File: src/rtl/jk_pulse_sequencer.sv
// jk_pulse_sequencer
// Accepts one command at a time: a JK operation, a pulse count and an
// inter-pulse gap. It then drives that many single-cycle enable pulses into a
// downstream enabled JK stage, spaced by the gap. A shadow copy of the JK
// output is kept so that upstream logic can read the predicted q without a
// feedback path.
//
// Ports
//   clk        in   single clock, rising edge
//   reset      in   synchronous, active-high
//   cmd_valid  in   command present
//   cmd_ready  out  command can be accepted this cycle
//   cmd_op     in   {j,k}: 00 hold, 01 clear, 10 set, 11 toggle
//   cmd_count  in   pulse count, 0 means 2^CNT_W
//   cmd_gap    in   idle cycles between pulses, 0 means back-to-back
//   cmd_abort  in   terminate the current command
//   en, j, k   out  JK stage drive; j/k are forced low when en is low
//   busy       out  command in progress
//   done       out  one-cycle pulse on normal completion
//   q_shadow   out  predicted JK q after all pulses issued so far
//
// state | meaning
// IDLE  | waiting for a command, cmd_ready may be high
// PULSE | one enable cycle with {j,k} = latched op
// GAP   | idle spacing between pulses, gap counter running down to 1

module jk_pulse_sequencer #(
    parameter int unsigned CNT_W = 8
) (
    input  logic             clk,
    input  logic             reset,
    input  logic             cmd_valid,
    output logic             cmd_ready,
    input  logic [1:0]       cmd_op,
    input  logic [CNT_W-1:0] cmd_count,
    input  logic [CNT_W-1:0] cmd_gap,
    input  logic             cmd_abort,
    output logic             en,
    output logic             j,
    output logic             k,
    output logic             busy,
    output logic             done,
    output logic             q_shadow
);

    localparam logic [1:0] ST_IDLE  = 2'd0;
    localparam logic [1:0] ST_PULSE = 2'd1;
    localparam logic [1:0] ST_GAP   = 2'd2;

    localparam logic [CNT_W:0]   REM_ONE  = (CNT_W+1)'(1);
    localparam logic [CNT_W:0]   REM_FULL = {1'b1, {CNT_W{1'b0}}};
    localparam logic [CNT_W-1:0] GAP_ONE  = CNT_W'(1);
    localparam logic [CNT_W-1:0] GAP_ZERO = '0;

    logic [1:0]       state;
    logic [1:0]       op_r;
    logic [CNT_W-1:0] gap_r;
    logic [CNT_W:0]   rem;
    logic [CNT_W-1:0] gap_cnt;
    logic             done_r;
    logic             q_r;
    logic             accept;
    logic             q_next;

    assign cmd_ready = (state == ST_IDLE) & ~cmd_abort & ~reset;
    assign accept    = cmd_valid & cmd_ready;

    // Outputs decode only from registered state, never from cmd_* inputs.
    assign en       = (state == ST_PULSE);
    assign j        = en & op_r[1];
    assign k        = en & op_r[0];
    assign busy     = (state == ST_PULSE) | (state == ST_GAP);
    assign done     = done_r;
    assign q_shadow = q_r;

    always_comb begin
        q_next = q_r;
        case (op_r)
            2'b00:   q_next = q_r;
            2'b01:   q_next = 1'b0;
            2'b10:   q_next = 1'b1;
            default: q_next = ~q_r;
        endcase
    end

    always_ff @(posedge clk) begin
        if (reset) begin
            state   <= ST_IDLE;
            op_r    <= 2'b00;
            gap_r   <= '0;
            rem     <= '0;
            gap_cnt <= '0;
            done_r  <= 1'b0;
            q_r     <= 1'b0;
        end else begin
            done_r <= 1'b0;
            case (state)
                ST_IDLE: begin
                    if (accept) begin
                        op_r  <= cmd_op;
                        gap_r <= cmd_gap;
                        rem   <= (cmd_count == GAP_ZERO) ? REM_FULL : {1'b0, cmd_count};
                        state <= ST_PULSE;
                    end
                end
                ST_PULSE: begin
                    // The pulse is issued even if abort lands in this cycle.
                    q_r <= q_next;
                    rem <= rem - REM_ONE;
                    if (cmd_abort) begin
                        state <= ST_IDLE;
                    end else if (rem == REM_ONE) begin
                        state  <= ST_IDLE;
                        done_r <= 1'b1;
                    end else if (gap_r == GAP_ZERO) begin
                        state <= ST_PULSE;
                    end else begin
                        state   <= ST_GAP;
                        gap_cnt <= gap_r;
                    end
                end
                ST_GAP: begin
                    if (cmd_abort) begin
                        state <= ST_IDLE;
                    end else if (gap_cnt == GAP_ONE) begin
                        state <= ST_PULSE;
                    end else begin
                        gap_cnt <= gap_cnt - GAP_ONE;
                    end
                end
                default: begin
                    state <= ST_IDLE;
                end
            endcase
        end
    end

endmodule
File: config.mk
export PLATFORM = sky130hd
export DESIGN_NAME = jk_pulse_sequencer
export DESIGN_NICKNAME = d
export VERILOG_FILES = /design/src/rtl/jk_pulse_sequencer.sv
export SDC_FILE = /design/constraint.sdc
export NUM_CORES = 1
export LEC_CHECK = 0
export ABC_AREA = 1
export CAP_MARGIN = 20
export CORE_MARGIN = 2
export CORE_UTILIZATION = 55
export DETAILED_ROUTE_END_ITERATION = 6
export PLACE_DENSITY = 0.81
export SKIP_CTS_REPAIR_TIMING = 1
export SLEW_MARGIN = 20
export SYNTH_ARGS = -nofsm -noshare
export SYNTH_HDL_FRONTEND = slang
export SYNTH_SLANG_ARGS = --single-unit
File: constraint.sdc
create_clock -name clk -period 2.14 [get_ports clk]
set_input_delay 0.428 -clock clk [delete_from_list [all_inputs] [get_ports clk]]
set_output_delay 0.428 -clock clk [all_outputs]
set_load 0.005 [all_outputs]
Word level (Yosys, flattened, before mapping):

Index checks and enable logic that the tools add are counted.

* logic and storage cells: 63
* register bits after elaboration: 31
* output and inout port bits: 7
* input bits: 22

* muxes and demuxes: 18
* bitwise logic cells: 11
* reduce and logical (&&, ||, !) cells: 12
* $add $sub $neg: 2
* eq/ne operators: 13

Operator list (number)
* $mux W8: 5
* $mux W9: 2
* $pmux W9 S2: 1
* $logic_not A8 Y1: 2
* $pmux W8 S2: 1
* $mux W2: 6
* $ne A2 B2 Y1 const B: 6
* $eq A9 B1 Y1 const B: 1
* $sub A9 B1 Y9 const B: 1
* $eq A8 B1 Y1 const B: 1
* $reduce_and A2 Y1: 4
* $sub A8 B1 Y8 const B: 1
* $pmux W2 S3: 1
* $reduce_and A6 Y1: 1
* $and A1 B1 Y1: 5
* $not A1 Y1: 5
* $eq A2 B1 Y1 const B: 2
* $eq A2 B2 Y1 const B: 2
* $logic_not A2 Y1: 2
* $reduce_bool A2 Y1: 2
* $ne A3 B2 Y1 const B: 1
* $pmux W1 S3: 1
* $reduce_or A3 Y1: 1
* $mux W1: 1
* $or A1 B1 Y1: 1

Depth between registers and ports, before layout:

Gate-level depths: netlist of run 1.

* word-level depth: 6
* gate-level depth with buffers: 11
* mapped depth without buffers: 11

Worst setup path before layout of run 1:

No wires, ideal clock.

* path type: reg-to-output
* start point: register state[0]
* end point: output cmd_ready
* slack: 727 ps
* required time: 1712 ps
* data arrival time: 985 ps
* stages on the path, launching flop included: 5
* buffers on the path: 0
* cell sequence: dfxtp_1 > inv_1 > ha_1 > inv_1 > nor3_1

* word-level cells in the longest chain between the ends: 3

RTL lines
* start, declared: line 55 `logic [1:0] state;`
* start signal, assigned: line 88 `state <= ST_IDLE;`
* start signal, assigned: line 103 `state <= ST_PULSE;`
* start signal, assigned: line 111 `state <= ST_IDLE;`
* $logic_not A2 Y1: line 65 `assign cmd_ready = (state == ST_IDLE) & ~cmd_abort & ~reset;`
* $and A1 B1 Y1 (2 in a row): line 65
* end, declared: line 33 `output logic cmd_ready,`

Every way passes these cells.

Final worst setup path of run 1:

* start point: register state[1]
* end point: output j

* word-level cells in the longest chain between the ends: 2

RTL lines
* $eq A2 B1 Y1: line 69 `assign en = (state == ST_PULSE);`
* $and A1 B1 Y1: line 70 `assign j = en & op_r[1];`
* end, declared: line 39 `output logic j,`

Every way passes these cells.

==> results of run 1 <==
## placed cells by master (no fill, tap or decap), drive strengths merged, types with 6 or more instances in the layout
| cell | count |
|---|---|
| inv | 44 |
| nand2 | 64 |
| o21ai | 35 |
| nor3 | 7 |
| a21oi | 26 |
| nor2 | 45 |
| clkbuf | 6 |
| dfxtp | 31 |
| ha | 10 |
| buf | 10 |
| nand3 | 16 |
| clkdlybuf4s50 | 27 |
## cell usage after synthesis, types with 2 or more instances
master	number	area [sq um]
inv_2	5	18.8
inv_1	39	146
nor2_1	39	146
a21oi_1	26	130
o21ai_0	34	170
clkbuf_1	4	15.0
a31oi_1	2	12.5
nor3_1	7	35.0
nor2_2	4	25.0
buf_2	3	15.0
nand2_1	57	214
nand2_2	6	37.5
nor2_4	2	22.5
dfxtp_1	31	621
nand3_1	15	75.1
o21a_1	2	15.0
ha_1	10	125
## cells by family (layout without fill, tap and decap cells)
family / after synthesis / count (layout) / share of synthesized area, %
flip-flops: 31 / 31 / 32.4
XOR/XNOR: 1 / 1 / 0.458
AO/OA/AOI/OAI: 67 / 67 / 18.4
adder cells (fa/ha/maj): 10 / 10 / 6.54
AND/OR/NAND/NOR: 134 / 134 / 31.6
buffers and inverters: 52 / 89 / 10.6
## state kept, by name (all words and copies together) (netlist names)
name,flops
op_r,2
q_shadow,1
state,2
gap_cnt,8
done,1
rem,9
gap_r,8
## routing by layer
metal	GRT usage (%)	part of all wire, %
met5	0	0
met4	11.1	2.0
met3	5.95	3.4
met2	40.4	50
met1	25.6	44
## final cells by class
cell class,count,area share (%)
Sequential cell,31,26.4
Clock inverter,1,0.211
Tap cell,46,2.43
Multi-Input combinational cell,212,46.8
Timing Repair Buffer,38,15.1
Clock buffer,6,2.16
Inverter,44,6.96
## through the flow
stage / power (uW) / worst slack, ns / setup TNS, ns / hold WS, ns
2_1_floorplan: 1800 / 0.727 / 0 / 0.439
3_3_place_gp: 2110 / 0.0419 / 0 / 0.457
3_5_place_dp: 2120 / 0.0336 / 0 / 0.463
4_1_cts: 2480 / -0.229 / -0.229 / 0.477
5_1_grt: 2780 / 0.0123 / 0 / 0.512
6_report: 2540 / 0.0991 / 0 / 0.484
## power by group through the flow
stage	Sequential, uW	Combinational [uW]	Clock [uW]
after floorplan	794	1010	0
after global placement	814	1290	0
after detailed placement	818	1300	0
after CTS	806	1310	366
after global routing	830	1560	388
final	815	1370	358
## worst max-delay path by stage
stage | slack, ns | to | start
finish | 0.1 | j | state[1]
global route | 0.01 | j | state[1]
CTS | -0.23 | cmd_ready | state[0]
detailed placement | 0.03 | cmd_ready | cmd_abort
global placement | 0.04 | cmd_ready | cmd_abort
floorplan | 0.73 | cmd_ready | state[0]
## worst min-delay path: stages, from the launching register on
cell and delay [ns]:
dfxtp_1 0.32, inv_1 0.07, a21oi_1 0.06
==> results_dict.tcl, run 1 <==
set metrics [dict create \
    drive_gt1_share_pct 13.6 \
    seqPwrFrac_pct 32.1 \
    fp.dieArea_sq_um 3970 \
    ant_nets 0 \
    num_vias 1929 \
    synth_edf_count 0 \
    fin_crit_ns 2.04 \
    cp_cell_sequence "inv_2, ha_2, nand2_1, inv_1, clkdlybuf4s50_1" \
    crit_cells 5 \
    critPathMaxStageDelay_ns 0.49 \
    cts.sinks 31 \
    yosys_register_bits 31 \
    pwr-share-clk_pct 14.1 \
    grt_remaining_overflow 0 \
    min_path_cells 2 \
    avgViaCountPerCell 5.10 \
    die_h_um 63.0 \
    port_buffers 28 \
    place_area_sq_um 2270 \
    final.setup_skew_ns 0.00512 \
    combPwrFrac_pct 53.9 \
    rr_startpoint "state[0]" \
    required_ns 1.71 \
    critical-path-slowest-cell "clkdlybuf4s50_1" \
    yosys.cell_types.count 26 \
    grt_first_pass_wirelength_mm 7.28 \
    cts_tree "yes" \
    cp_max_fo 5 \
    crit_arrival_ns 1.61 \
    seq_area_frac_synth_pct 32.4 \
    core_area_sq_um 3340 \
    htreeDepth 2 \
    tightestPinTransition_ns 0.485 \
    relSlewSlack_pct 67.6 \
    numCtsBuffers 5 \
    routabilityCongestion 0.802 \
    utilization_pct 71.1 \
    grt.total_usage_pct 23.0 \
    critPathCaptureType "output pin" \
    n_antenna_cell 0 \
    min_to "gap_r[3]" \
    area_delta_synth_final_pct 24.0 \
    power_density_nw_per_um2 1070 \
    grt_antenna_before_repair 0 \
    drc 0 \
    seqCellArea_sq_um 626 \
    yosys_most_used_dff "dfxtp_1" \
    ys_warn_count 0 \
    reg2reg_to "gap_cnt[1]" \
    clockRootBuffer "clkbuf_4" \
    rrSetupSlack_ns 0.33 \
    fin_crit_sh_pct 95.4 \
    drt-initial-drc-count 99 \
    cp_num_buf_inv 3 \
    multi_input_area_sq_um 1110 \
    grt_max_degree 21 \
    grt_pass1_vias 1751 \
    power_leakage_uw 0.00104 \
    finish.instance_area_sq_um 2370 \
    slew_violations 0 \
    clock_path_buffers 2 \
    avgSynthCellArea_sq_um 6.49 \
    avgRoutedWirePerCell_um 11.6 \
    clk_latency_ns 0.35 \
    power.switching_uw 1140 \
    die_w_um 63.0 \
    cell_internal_pwr_uw 1410 \
    fmax_mhz 490 \
    ir_drop_mv 0.595 \
    synthesis.area_sq_um 1910 \
    drv_cap 0 \
    dp.cells 368 \
    rsz0062_at_grt "no" \
    drt-pass1-iter-count 4 \
    ys_async_sr_fraction_pct 0 \
    crit_type "reg2out" \
    synth_cells 295 \
    reg2reg_depth 8 \
    critPathLaunchType "flip-flop" \
    drt-total-wl_mm 4.37 \
    core.rowCount 21 \
    finalSetupViolations 0 \
    critical_path.top_delay_family "buffers and inverters" \
    synthesis.nets 327 \
    outcome "finished clean" \
    io_pins 29 \
    clk_pin_slew_ns 0.09 \
    hp-start "gap_r[3]" \
    hold_viol_final 0 \
    start_util_pct 57.3 \
    min_path_type "reg2reg" \
    final_cells 378 \
    dp_hpwl_mm 3.11 \
    swShare_pct 44.7 \
    fill_cells 308 \
    fin_nets 364 \
]
Power figures use the tool's default switching activity.
==> run 2: changes to the inputs <==
ABC_AREA = not set   (was 1)
==> results_dict.tcl, run 2 <==
set metrics [dict create \
    clk_latency_ns 0.34 \
    core.rowCount 21 \
    wl_met3_um 290 \
    grt_antenna_before_repair 0 \
    max_flop_register "rem" \
    clock_path_buffers 2 \
    synth_area_leaders "dfxtp_1 (33%), a21oi_1 (7.8%), ha_1 (6.7%), nand2_1 (6.5%), nor2_1 (4.0%)" \
    layout_common_cells "nand2_1 (32), a21oi_1 (29), dfxtp_1 (29)" \
    start_util_pct 56.6 \
    outcome "finished clean" \
    power_leakage_uw 0.000828 \
    clockRootBuffer "clkbuf_4" \
    dp_hpwl_mm 3.21 \
    grt_max_degree 32 \
    cts.sinks 31 \
    synth_cells 235 \
    synthesis.area_sq_um 1860 \
    area_delta_synth_final_pct 26.2 \
    top_regs "rem x9, gap_cnt x8, gap_r x8" \
    utilization_pct 71.4 \
    tightestPinTransition_ns 0.564 \
    critPathCaptureType "output pin" \
    die_h_um 62.1 \
    rsz0062_at_grt "yes" \
    fin_crit_ns 2.08 \
    crit_type "reg2out" \
    port_buffers 28 \
    grt_first_pass_wirelength_mm 7.90 \
    ys_async_sr_fraction_pct 0 \
    slew_violations 0 \
    relSlewSlack_pct 62.0 \
    grt_pass1_vias 1727 \
    final_cells 316 \
    ys_warn_count 0 \
    io_pins 29 \
    crit_arrival_ns 1.65 \
    synth_commonest_cells "nand2_1 (32), dfxtp_1 (31), a21oi_1 (29), nor2_1 (20), inv_1 (14)" \
    grt_remaining_overflow 0 \
    ir_drop_mv 0.522 \
    fin_nets 301 \
    cp_max_fo 6 \
    ant_nets 0 \
    total_power_uw 2070 \
    dp.cells 308 \
    avgRoutedWirePerCell_um 14.7 \
    drive_gt1_share_pct 14.4 \
    min_path_type "reg2reg" \
    synth.most_common_cell "nand2_1" \
    fp.dieArea_sq_um 3860 \
    avgSynthCellArea_sq_um 7.91 \
    num_vias 1833 \
    n_antenna_cell 0 \
    finalSetupViolations 0 \
    drt-met1-wl_mm 2.12 \
    numCtsBuffers 5 \
    critPathLaunchType "flip-flop" \
    final_common_cell "nand2_1" \
    synth_top_area_cell "dfxtp_1" \
    dr_wl_met2_mm 2.15 \
    die_w_um 62.1 \
    htreeDepth 2 \
    yosys_register_bits 31 \
    core_area_sq_um 3280 \
    hold_viol_final 0 \
    fmax_mhz 481 \
    routabilityCongestion 0.838 \
    drv_cap 0 \
    fin_crit_sh_pct 97.1 \
    final.setup_skew_ns 0.0135 \
    drt-total-wl_mm 4.65 \
    top_layer "met4" \
    clk_pin_slew_ns 0.10 \
    avgViaCountPerCell 5.80 \
    yosys_most_used_dff "dfxtp_1" \
    grt.total_usage_pct 25.3 \
    drt-initial-drc-count 148 \
    drt-pass1-iter-count 4 \
    synth_edf_count 0 \
    required_ns 1.71 \
    yosys.cell_types.count 52 \
    cts_tree "yes" \
    drc 0 \
    power_density_nw_per_um2 884 \
    seq_area_frac_synth_pct 33.4 \
    largest_reg_flops 9 \
    synthesis.nets 267 \
    synth_top_area_share_pct 33.4 \
]
[run 2: worst paths after layout]
kind                 start          to  slack, ns  cells past startpoint
setup / recovery  state[0]   cmd_ready       0.06                      4
hold / removal    gap_r[1]    gap_r[1]       0.48                      2
setup reg to reg    rem[4]  gap_cnt[1]       0.22                      5
hold reg to reg   gap_r[1]    gap_r[1]       0.48                      2
[run 2: cells by family (layout without fill, tap and decap cells)]
kind of cell / Yosys count / in the layout / share of synthesized area [%]
and+or+nand+nor: 96 / 96 / 27.1
DFF: 31 / 31 / 33.4
AOI/OAI and AO/OA: 70 / 70 / 24.3
buffers and inverters: 26 / 61 / 7.34
adders and majority gates: 10 / 10 / 6.73
muxes: 2 / 2 / 1.08
[run 2: metal layers]
| metal | up-vias | global-route usage, % |
|---|---|---|
| met5 | - | 0 |
| met4 | 0 | 10.3 |
| met3 | 8 | 5.98 |
| met2 | 67 | 38.9 |
| met1 | 829 | 34.4 |
| li1 | 929 | - |
[run 2: area by class of cell]
cell class	count	area, sq um
Tap cell	46	57.6
Sequential cell	31	623
Fill cell	270	940
Clock buffer	6	51.3
Clock inverter	2	35.0
Timing Repair Buffer	38	363
Inverter	15	60.1
Multi-Input combinational cell	178	1150
[run 2: power breakdown]
group / switching [uW] / total, uW / internal (uW)
logic: 479 / 884 / 405
clock network: 209 / 485 / 276
registers: 68.5 / 703 / 634
[run 2: stage by stage]
stage | TNS (ns) | instance area, sq um | worst slack, ns | hold WS, ns
finish | 0 | 2340 | 0.0622 | 0.483
global route | -0.0332 | 2340 | -0.0332 | 0.516
CTS | -0.228 | 2280 | -0.154 | 0.482
detailed placement | 0 | 2190 | 0.0218 | 0.468
global placement | 0 | 2190 | 0.0892 | 0.451
floorplan | 0 | 1860 | 0.271 | 0.434
[run 2: worst max-delay path, cell delays in order (launching register included)]
cell,delay (ns)
dfxtp_2,0.36
inv_2,0.09
ha_4,0.17
nor3b_4,0.18
clkdlybuf4s50_1,0.52
==> patch: new RTL, settings of run 2 <==
Reset style: asynchronous (`reset`), changed in one clocked block.
--- a/src/rtl/jk_pulse_sequencer.sv
+++ b/src/rtl/jk_pulse_sequencer.sv
@@ -85,3 +85,3 @@
 
-    always_ff @(posedge clk) begin
+    always_ff @(posedge clk or posedge reset) begin
         if (reset) begin
Behaviour: differs if reset is asserted again (counterexample within 4 cycles, from zero or initial values and one cycle with reset high); with reset held inactive, the same outputs for 10 cycles.
==> patch against run 2 <==
Cell area up 5.8%; worst hold slack improved by 53 ps; area after synthesis grew 2.0%; wire length down 3.0%; clock skew down 7.3 ps; sequential power up 56%; register-to-register slack lost 140 ps; maximum frequency shrank 0.38%; total power up 60%; sequential cell count unchanged; sequential share of layout area grew 4.7 points; setup slack got worse by 7.9 ps; utilization grew 3.6 points.
==> patch: results (changes against run 2) <==
stage;metric;value;unit;change
layout;reg_top3;rem (9), gap_cnt (8), gap_r (8);;
global_route;antenna_found_initial;0;;unchanged
global_route;grt_use_met2;0.3831;;-0.005522
global_route;met3_usage;0.05766;;-0.002125
clock_network;clkSlewWorstSetupHoldPaths;100;ps;about the same
synthesis;ys_warn_count;0;;unchanged
power_and_ir_drop;p_leak;0.001065;uW;+29%
run_status;outcome;completed;;
placed_design;place_hpwl;3129;um;-2.6%
critical_path;worst_r2r_path_depth;5;;unchanged
sta;slew_headroom;0.5110;;-0.1093
synthesis;synth.area.top_cells;dfrtp_1 (41%), ha_1 (6.6%), mux2_2 (4.8%), nand2_1 (4.6%), a21oi_1 (4.5%);;
critical_path;slowest_delay;490;ps;-30 ps
layout;nNetsFinal;287;;-4.7%
worst_hold_path;min_to;rem[1];;
clock_network;h-tree-depth;2;;unchanged
global_route;grt_pass1_wl;7741;um;-2.0%
global_route;grt_usage;0.2482;;-0.005300
critical_path;r2r_end;gap_cnt[2];;
drt;drt_iter0_drc;209;;+41%
critical_path;critPathMaxFanout;3;;-3
synthesis;ys_async_sr_fraction;1.000;;+1.000
synthesis;synth_nets;241;;-9.7%
drt;vias;1761;;-3.9%
drt;wirelength;4504;um;-3.0%
synthesis;ys_top_cells_by_count;dfrtp_1 (31), nand2_1 (23), nor2_1 (18);;
worst_hold_path;hold_depth;2;;unchanged
layout;drive_above_1_share;0.2031;;+0.05868
synthesis;avgSynthCellArea;9.064;um^2;+15%
critical_path;cpMaxStageDelayCell;clkdlybuf4s50_1;;
drt;wire_per_inst;14.91;um;+1.5%
placed_design;dpl_worst_slack;-374.0;ps;-395.8 ps
sta;holdWs;535.7;ps;+52.64 ps
drt;firstDrtPassIters;4;;unchanged
critical_path;reg2reg_slack;80;ps;-140 ps
sta;finClkSkew;6.219;ps;-7.292 ps
power_and_ir_drop;irDropWorstVdd;717.4;uV;+37%
placed_design;dpl.cell_count;291;;-5.5%
synthesis;synth.distinct_cells;40;;-23%
placed_design;gp_congestion;0.9825;;+17%
global_route;met1_usage;0.3392;;-0.005116
synthesis;synth_flop_cell;dfrtp_1;;
clock_network;worstSkewPairLatency;340;ps;about the same
worst_hold_path;hp-start;rem[1];;
global_route;grt_pass1_vias;1691;;-2.1%
synthesis;synth-edff-count;0;;unchanged
clock_network;max-clock-path-buffers;2;;unchanged
synthesis;ys_seq_area_frac;0.4095;;+0.07550
critical_path;r2r-start;rem[2];;
==> patch: where the power goes <==
group | leakage [uW] | switching, uW | total [uW] | internal [uW]
logic | 0.000648 | 875 | 1720 | 848
registers | 0.000369 | 236 | 1100 | 860
clock network | 0.0000482 | 213 | 489 | 276
==> patch: how the worst max path moves through the flow <==
stage	slack, ps	from	endpoint	depth (start not counted)
floorplan	60	rem[2]	gap_cnt[2]	5
global placement	-320	reset	rem[2]	6
detailed placement	-370	cmd_abort	rem[0]	6
CTS	-220	state[0]	rem[5]	7
global route	-7	state[1]	en	5
finish	50	state[1]	en	5
==> patch: cells by family (layout without fill, tap and decap cells) <==
logic type	count (synthesis)	count (layout)	share of synthesized area
AO/OA/AOI/OAI	63	63	0.2358
adder cells (fa/ha/maj)	10	10	0.06605
buffers and inverters	25	72	0.05019
flip-flops	31	31	0.4095
multiplexers	8	8	0.04756
AND/OR/NAND/NOR	72	72	0.1909
==> patch: area by class of cell <==
class | instances | area (um^2)
clock buffers | 6 | 51.30
fillers | 255 | 829.5
flip-flops and latches | 31 | 775.7
repair buffers | 49 | 445.4
well taps | 46 | 57.56
inverters | 15 | 56.30
clock inverters | 2 | 35.03
multi-input cells | 153 | 1060
==> patch: stage by stage <==
stage               instance area (um^2)  setup TNS [ps]  power, uW
finish                              2481               0       3308
detailed placement                  2328           -3404       2731
floorplan                           1894               0       2123
CTS                                 2415           -2031       3233
global route                        2481          -6.790       3583
global placement                    2328           -2873       2678
==> patch: critical path: cells and delay by family, from the launching register on <==
kind,cells,cell delay (ps)
DFF,1,390
buffers and inverters,4,790
adders and majority gates,1,140
==> patch: metal layers <==
metal | vias up | part of all wire
li1 | 856 | -
met4 | 0 | 0.019
met5 | - | 0
met3 | 11 | 0.070
met1 | 820 | 0.44
met2 | 74 | 0.47
